File: config.mk
export PLATFORM = sky130hd
export DESIGN_NAME = gates_in_debounce
export DESIGN_NICKNAME = d
export VERILOG_FILES = /design/src/rtl/gates_in_debounce.sv
export SDC_FILE = /design/constraint.sdc
export NUM_CORES = 1
export LEC_CHECK = 0
export CAP_MARGIN = 20
export CELL_PAD_IN_SITES_DETAIL_PLACEMENT = 0
export CELL_PAD_IN_SITES_GLOBAL_PLACEMENT = 1
export CORE_MARGIN = 10
export CORE_UTILIZATION = 30
export DETAILED_ROUTE_END_ITERATION = 12
export PLACE_DENSITY = 0.62
export SLEW_MARGIN = 5
export SYNTH_ARGS = -nofsm -noshare
export SYNTH_HDL_FRONTEND = slang
export SYNTH_SLANG_ARGS = --single-unit
File: constraint.sdc
create_clock -name iClk -period 2.2 [get_ports iClk]
set_clock_uncertainty 0.15 [all_clocks]
set_input_delay 0.55 -clock iClk [delete_from_list [all_inputs] [get_ports iClk]]
set_output_delay 0.55 -clock iClk [all_outputs]
set_load 0.005 [all_outputs]
File: src/rtl/gates_in_debounce.sv
// Two-channel switch conditioner: 2-flop synchroniser, counter-based debounce,
// and registered one-cycle rise/fall strobes per channel.

module gates_in_debounce_ch #(
    parameter int DEBOUNCE_CYCLES = 1000000,
    parameter int CNT_W           = 20
) (
    input  logic iClk,
    input  logic iRst,
    input  logic iSw,
    output logic oLvl,
    output logic oRise,
    output logic oFall
);
    localparam logic [CNT_W-1:0] CNT_LAST = CNT_W'(DEBOUNCE_CYCLES - 1);

    logic             s1_q, s1_d;
    logic             s2_q, s2_d;
    logic [CNT_W-1:0] cnt_q, cnt_d;
    logic             lvl_q, lvl_d;
    logic             rise_q, rise_d;
    logic             fall_q, fall_d;

    // State is implied by the counter: cnt==0 with s2==lvl is STABLE,
    // any s2/lvl mismatch is COUNT.
    always_comb begin
        s1_d   = iSw;
        s2_d   = s1_q;
        cnt_d  = cnt_q;
        lvl_d  = lvl_q;
        rise_d = 1'b0;
        fall_d = 1'b0;
        if (s2_q == lvl_q) begin
            cnt_d = '0;
        end else if (cnt_q == CNT_LAST) begin
            cnt_d  = '0;
            lvl_d  = s2_q;
            rise_d = s2_q;
            fall_d = ~s2_q;
        end else begin
            cnt_d = cnt_q + CNT_W'(1);
        end
    end

    always_ff @(posedge iClk or posedge iRst) begin
        if (iRst) begin
            s1_q   <= 1'b0;
            s2_q   <= 1'b0;
            cnt_q  <= '0;
            lvl_q  <= 1'b0;
            rise_q <= 1'b0;
            fall_q <= 1'b0;
        end else begin
            s1_q   <= s1_d;
            s2_q   <= s2_d;
            cnt_q  <= cnt_d;
            lvl_q  <= lvl_d;
            rise_q <= rise_d;
            fall_q <= fall_d;
        end
    end

    assign oLvl  = lvl_q;
    assign oRise = rise_q;
    assign oFall = fall_q;
endmodule

module gates_in_debounce #(
    parameter int DEBOUNCE_CYCLES = 1000000,
    parameter int CNT_W           = 20
) (
    input  logic iClk,
    input  logic iRst,
    input  logic iSwA,
    input  logic iSwB,
    output logic oA,
    output logic oB,
    output logic oRiseA,
    output logic oFallA,
    output logic oRiseB,
    output logic oFallB
);
    localparam int NUM_LANES = 2;

    logic [NUM_LANES-1:0] sw;
    logic [NUM_LANES-1:0] lvl;
    logic [NUM_LANES-1:0] rise;
    logic [NUM_LANES-1:0] fall;

    assign sw = {iSwB, iSwA};

    for (genvar i = 0; i < NUM_LANES; i++) begin : g_ch
        gates_in_debounce_ch #(
            .DEBOUNCE_CYCLES(DEBOUNCE_CYCLES),
            .CNT_W          (CNT_W)
        ) u_ch (
            .iClk (iClk),
            .iRst (iRst),
            .iSw  (sw[i]),
            .oLvl (lvl[i]),
            .oRise(rise[i]),
            .oFall(fall[i])
        );
    end

    assign oA     = lvl[0];
    assign oB     = lvl[1];
    assign oRiseA = rise[0];
    assign oFallA = fall[0];
    assign oRiseB = rise[1];
    assign oFallB = fall[1];
endmodule

After elaboration in Yosys (flattened, before gate mapping) --
Index checks and enable logic that the tools add are counted.
Word-level totals: bits in registers 50, latch bits 0, RAM bits 0, memory bits (read-only) 0, input bits 4, output and inout bits 6, word-level logic and storage cells 36, memories kept 0
Operators by class: $add $sub $neg 2, $mul 0, div/mod/pow operators 0, $lt $le $gt $ge 0, eq/ne operators 4, shift operators 0, multiplexer cells 12, bitwise gates (word level) 4, reduce and logical (&&, ||, !) cells 2
Operator list (count):
- $mux 20 | 4
- $add 20x1->20 const B | 2
- $eq 20x20->1 const B | 2
- $mux 1 | 8
- $not 1->1 | 4
- $reduce_and 2->1 | 2
- $eq 1x1->1 | 2

Depth between registers and ports, before layout --
Gate-level depths: netlist of run 1.
depth in word-level cells 3, depth in mapped cells 6

Hierarchy --
From an unflattened synthesis of run 1, not the netlist that was laid out.
Second synthesis, totals: cell total of the unflattened synthesis 222, area total of the unflattened synthesis 2449.8 sq um
By module, submodules not included:
- gates_in_debounce_ch | times used 2, cells each 111, area each 1224.9 sq um, seq. area each 625.6 sq um

Worst setup path before layout of run 1 --
Ideal clock, no wire load.
path type register -> register, start point register g_ch[0].u_ch.cnt_q[0], end point register g_ch[0].u_ch.cnt_q[18], setup time 119 ps, data arrival time 1667 ps, path slack 264 ps, cell stages (with the launch flop) 6, buffers on the path 0, path through dfrtp_1 > ha_1 > nand2_1 > or4_1 > o21a_1 > o21ba_2
On the way: cells in the longest elaborated chain, start to end 3, elaborated cells between the ends (all ways) 4, those cells by class add/sub (1); eq/ne (1); mux (2)
Ends and longest elaborated chain:
- start, declared | line 19 | logic [CNT_W-1:0] cnt_q, cnt_d;
- start signal, assigned | line 56 | cnt_q <= cnt_d;
- $add 20x1->20 / $eq 20x20->1 (equally long branches) | line 41, 35
- $mux 20 * | line 35 | end else if (cnt_q == CNT_LAST) begin
- $mux 20 * | line 33 | if (s2_q == lvl_q) begin
- net g_ch[0].u_ch.cnt_d[18] | line 19
The timed path passes the listed nets; every way through them passes the cells marked *. A chain may end at the register's enable or synchronous reset.

Final worst setup path of run 1 --
start point register g_ch[1].u_ch.cnt_q[0], end point register g_ch[1].u_ch.lvl_q
On the way: cells in the longest elaborated chain, start to end 2
Ends and longest elaborated chain:
- start, declared | line 19
- start signal, assigned | line 56
- $eq 20x20->1 | line 35
- $reduce_and 2->1 (no line)
- end signal, assigned | line 57 | lvl_q <= lvl_d;
- end, declared | line 20 | logic lvl_q, lvl_d;
Every way passes these cells.

==> results of run 1 <==
-- layout by cell type (no fill, tap or decap), types with 2 or more instances in the layout --
cell,count
clkdlybuf4s50_1,9
nor3_1,7
inv_1,4
or3_1,2
nand4b_1,5
nor2_1,34
dfrtp_1,50
nand3_1,9
nand3b_1,4
xnor2_1,22
and2_1,3
nor3b_1,5
inv_6,3
buf_4,15
nor4_1,12
ha_1,2
or4_1,2
xor2_1,6
nand4_1,10
clkbuf_8,5
nand2_1,17
a21oi_1,9
o21ai_0,8
and3_1,3
-- synthesized netlist by cell type, drive strengths merged --
cell type	number	area, um2
xnor2	22	193
inv	5	18.8
nand4	10	62.6
or3	2	12.5
o21a	1	7.51
and4	1	8.76
o31ai	1	21.3
mux2	2	26.3
nor4bb	1	10.0
nand4bb	1	11.3
nor3	7	35.0
nor4	12	75.1
o21ai	8	40.0
nand2	18	70.1
and3	5	37.5
dfrtp	50	1250
nand3b	4	30.0
nand4b	6	67.6
nor2	34	128
o21ba	1	10.0
nor4b	1	8.76
o41ai	1	27.5
nand3	10	55.1
a21oi	9	45.0
ha	2	25.0
xor2	6	52.6
clkbuf	5	20.0
nor3b	5	37.5
or4	3	26.3
and2	3	18.8
buf	2	16.3
-- registers in the layout, summed over array words and instances (netlist names) --
| signal | count |
|---|---|
| g_ch.u_ch.oLvl | 2 |
| g_ch.u_ch.oFall | 2 |
| g_ch.u_ch.s1_q | 2 |
| g_ch.u_ch.cnt_q | 40 |
| g_ch.u_ch.oRise | 2 |
| g_ch.u_ch.s2_q | 2 |
-- power by group --
part	switching, W	internal [W]
registers	0.0000121	0.000931
logic	0.0000414	0.0000274
clock network	0.000345	0.000237
total	0.000399	0.00120
-- layout make-up --
class	count	area, um2	share of cell area
Sequential cell	50	1250	0.438
Multi-Input combinational cell	176	1140	0.400
Tap cell	102	128	0.0447
Inverter	5	18.8	0.00657
Clock inverter	3	26.3	0.00919
Timing Repair Buffer	25	223	0.0779
Clock buffer	5	68.8	0.0241
-- metal layers --
metal	GRT usage	up-vias	share of wire
met4	0.0376	0	0.018
met5	0	-	0
met3	0.0215	7	0.038
li1	-	886	-
met1	0.127	875	0.51
met2	0.130	31	0.43
-- kinds of logic (layout without fill, tap and decap cells) --
group,Yosys count,after routing,share of synthesized area
flip-flops,50,50,0.511
AND/OR/NAND/NOR,123,123,0.284
buffers and inverters,12,38,0.0225
adder cells (fa/ha/maj),2,2,0.0102
multiplexers,2,2,0.0107
AO/OA/AOI/OAI,21,21,0.0618
XOR/XNOR,28,28,0.100
-- path summary, 6_finish.rpt --
kind,from,end,slack [ns],cells past startpoint
worst min-delay path,g_ch[0].u_ch.s1_q,g_ch[0].u_ch.s2_q,0.21,0
worst max register to register,g_ch[1].u_ch.cnt_q[0],g_ch[1].u_ch.oLvl,0.21,4
worst max-delay path,g_ch[1].u_ch.cnt_q[0],g_ch[1].u_ch.oLvl,0.21,4
worst min register to register,g_ch[0].u_ch.s1_q,g_ch[0].u_ch.s2_q,0.21,0
min in group asynchronous,iRst,g_ch[1].u_ch.cnt_q[3],0.37,2
max in group asynchronous,iRst,g_ch[0].u_ch.cnt_q[8],1.05,3
-- metrics by stage --
stage / power, W / setup slack (ns)
after global placement: 0.00103 / 0.248
final: 0.00159 / 0.207
after global routing: 0.00166 / 0.125
after detailed placement: 0.00103 / 0.221
after CTS: 0.00162 / 0.197
after floorplan: 0.00100 / 0.264
-- worst max-delay path, delay by kind of cell (launching register included) --
| family | cells | cell delay, ns |
|---|---|---|
| muxes | 1 | 0.31 |
| adders and majority gates | 1 | 0.28 |
| and+or+nand+nor | 2 | 0.77 |
| DFF | 1 | 0.39 |
==> results.md, run 1 <==
- WP data required: 2.26 ns
- Worst skew pair latency: 0.31 ns
- Hold Fails Final Rpt: 0
- Non-filler cells in the finished layout: 366
- Fillers: 825
- Worst-Margin Slew: 0.543 ns
- Chip Width: 110 um
- Placed instance count: 358
- Cell Area, Synth: 2450 um2
- #FFs+latches synth: 50
- Critical Path AT: 2.05 ns
- VDD IR max: 318 uV
- CP max-delay cell: or4_4
- GRT Residual Overflow: 0
- Vias: 1,799
- CP max FO: 8
- First-pass iteration count of the detailed router: 4
- Mapped Avg Cell Area: 10.3 um2
- LEAKAGE: 1.14 nW
- Post-route minimum period: 1.99 ns
- Crit path launch type: flop
- Final GP Congestion: 0.782
- Distinct cells, synth: 40
- Tcrit/Tclk final: 0.906
- CTS tree: done
- Chip height: 110 um
- Setup TNS: 0 ns
- CP endpoint kind: flop
- Maximum Capacitance Violations: 0
- Antenna Nets Post-Route: 0
- Sink Count: 50
- Pwr/cell area: 558 nW/um2
- CP Cell Sequence: ha_1 > nand2_2 > or4_4 > mux2_4
- Number of buffers created by CTS: 5
- Sequential fraction of the synthesis area: 0.511
- Drt total wl: 5130 um
- IO buf count: 9
- Violation count after the first detailed-route iteration: 125
- Placed Area: 2760 um2
- Core area: 7850 um2
- Core Rows: 32
- H-tree Lvls: 2
- Fin. max-slew vios: 0
- Final instance area: 2860 um2
- Post-cts sizing count: 0
- # IOs: 10
- CTS hold repair buffers: 0
- CTS root buffer: clkbuf_8
- Largest net degree at the start of global routing: 28
- Post-layout util: 0.364
- Gr usage total: 0.0906
- RSZ-0062 raised after global routing: no
- Final setup violation count: 0
- First-pass GRT wire length: 8910 um
- Vias in the first global route: 1,760
- Mapped Nets: 244
- Outcome: finished, final reports clean
- WHS: 0.213 ns
- Clock Pin Slew Worst Setup and Hold Paths: 0.11 ns
- Routed vias/inst: 4.92
- Initial antenna violation count: 0
- Hold/Removal Path Class: reg -> reg
- Initial Utilization: 0.312
- HPWL after DPL: 3700 um
- Setup bufs post-CTS: 0
- Residual DRC count: 0
- N_diodes: 0
- Worst setup path class: reg -> reg
- Layout cells sized above 1: 0.136
- Clk buf depth: 2
- Fmax: 502 MHz
- Slew margin rel.: 0.636
- Area growth, synth to finish: 16.7%
- Die area: 12,200 um2
- Final nets: 269
- Max incr delay on CP: 0.59 ns
- Post-Syn Instances: 238
- Yosys warnings: 0
- Routed wire length per instance: 14.0 um
No activity file was read; power rests on OpenSTA's default activity.
==> inputs of run 2 (changes only) <==
SKIP_CTS_REPAIR_TIMING = 1   (was not set)
==> results of run 2 <==
The final DEF is identical to that of run 1; final timing and power are the same.
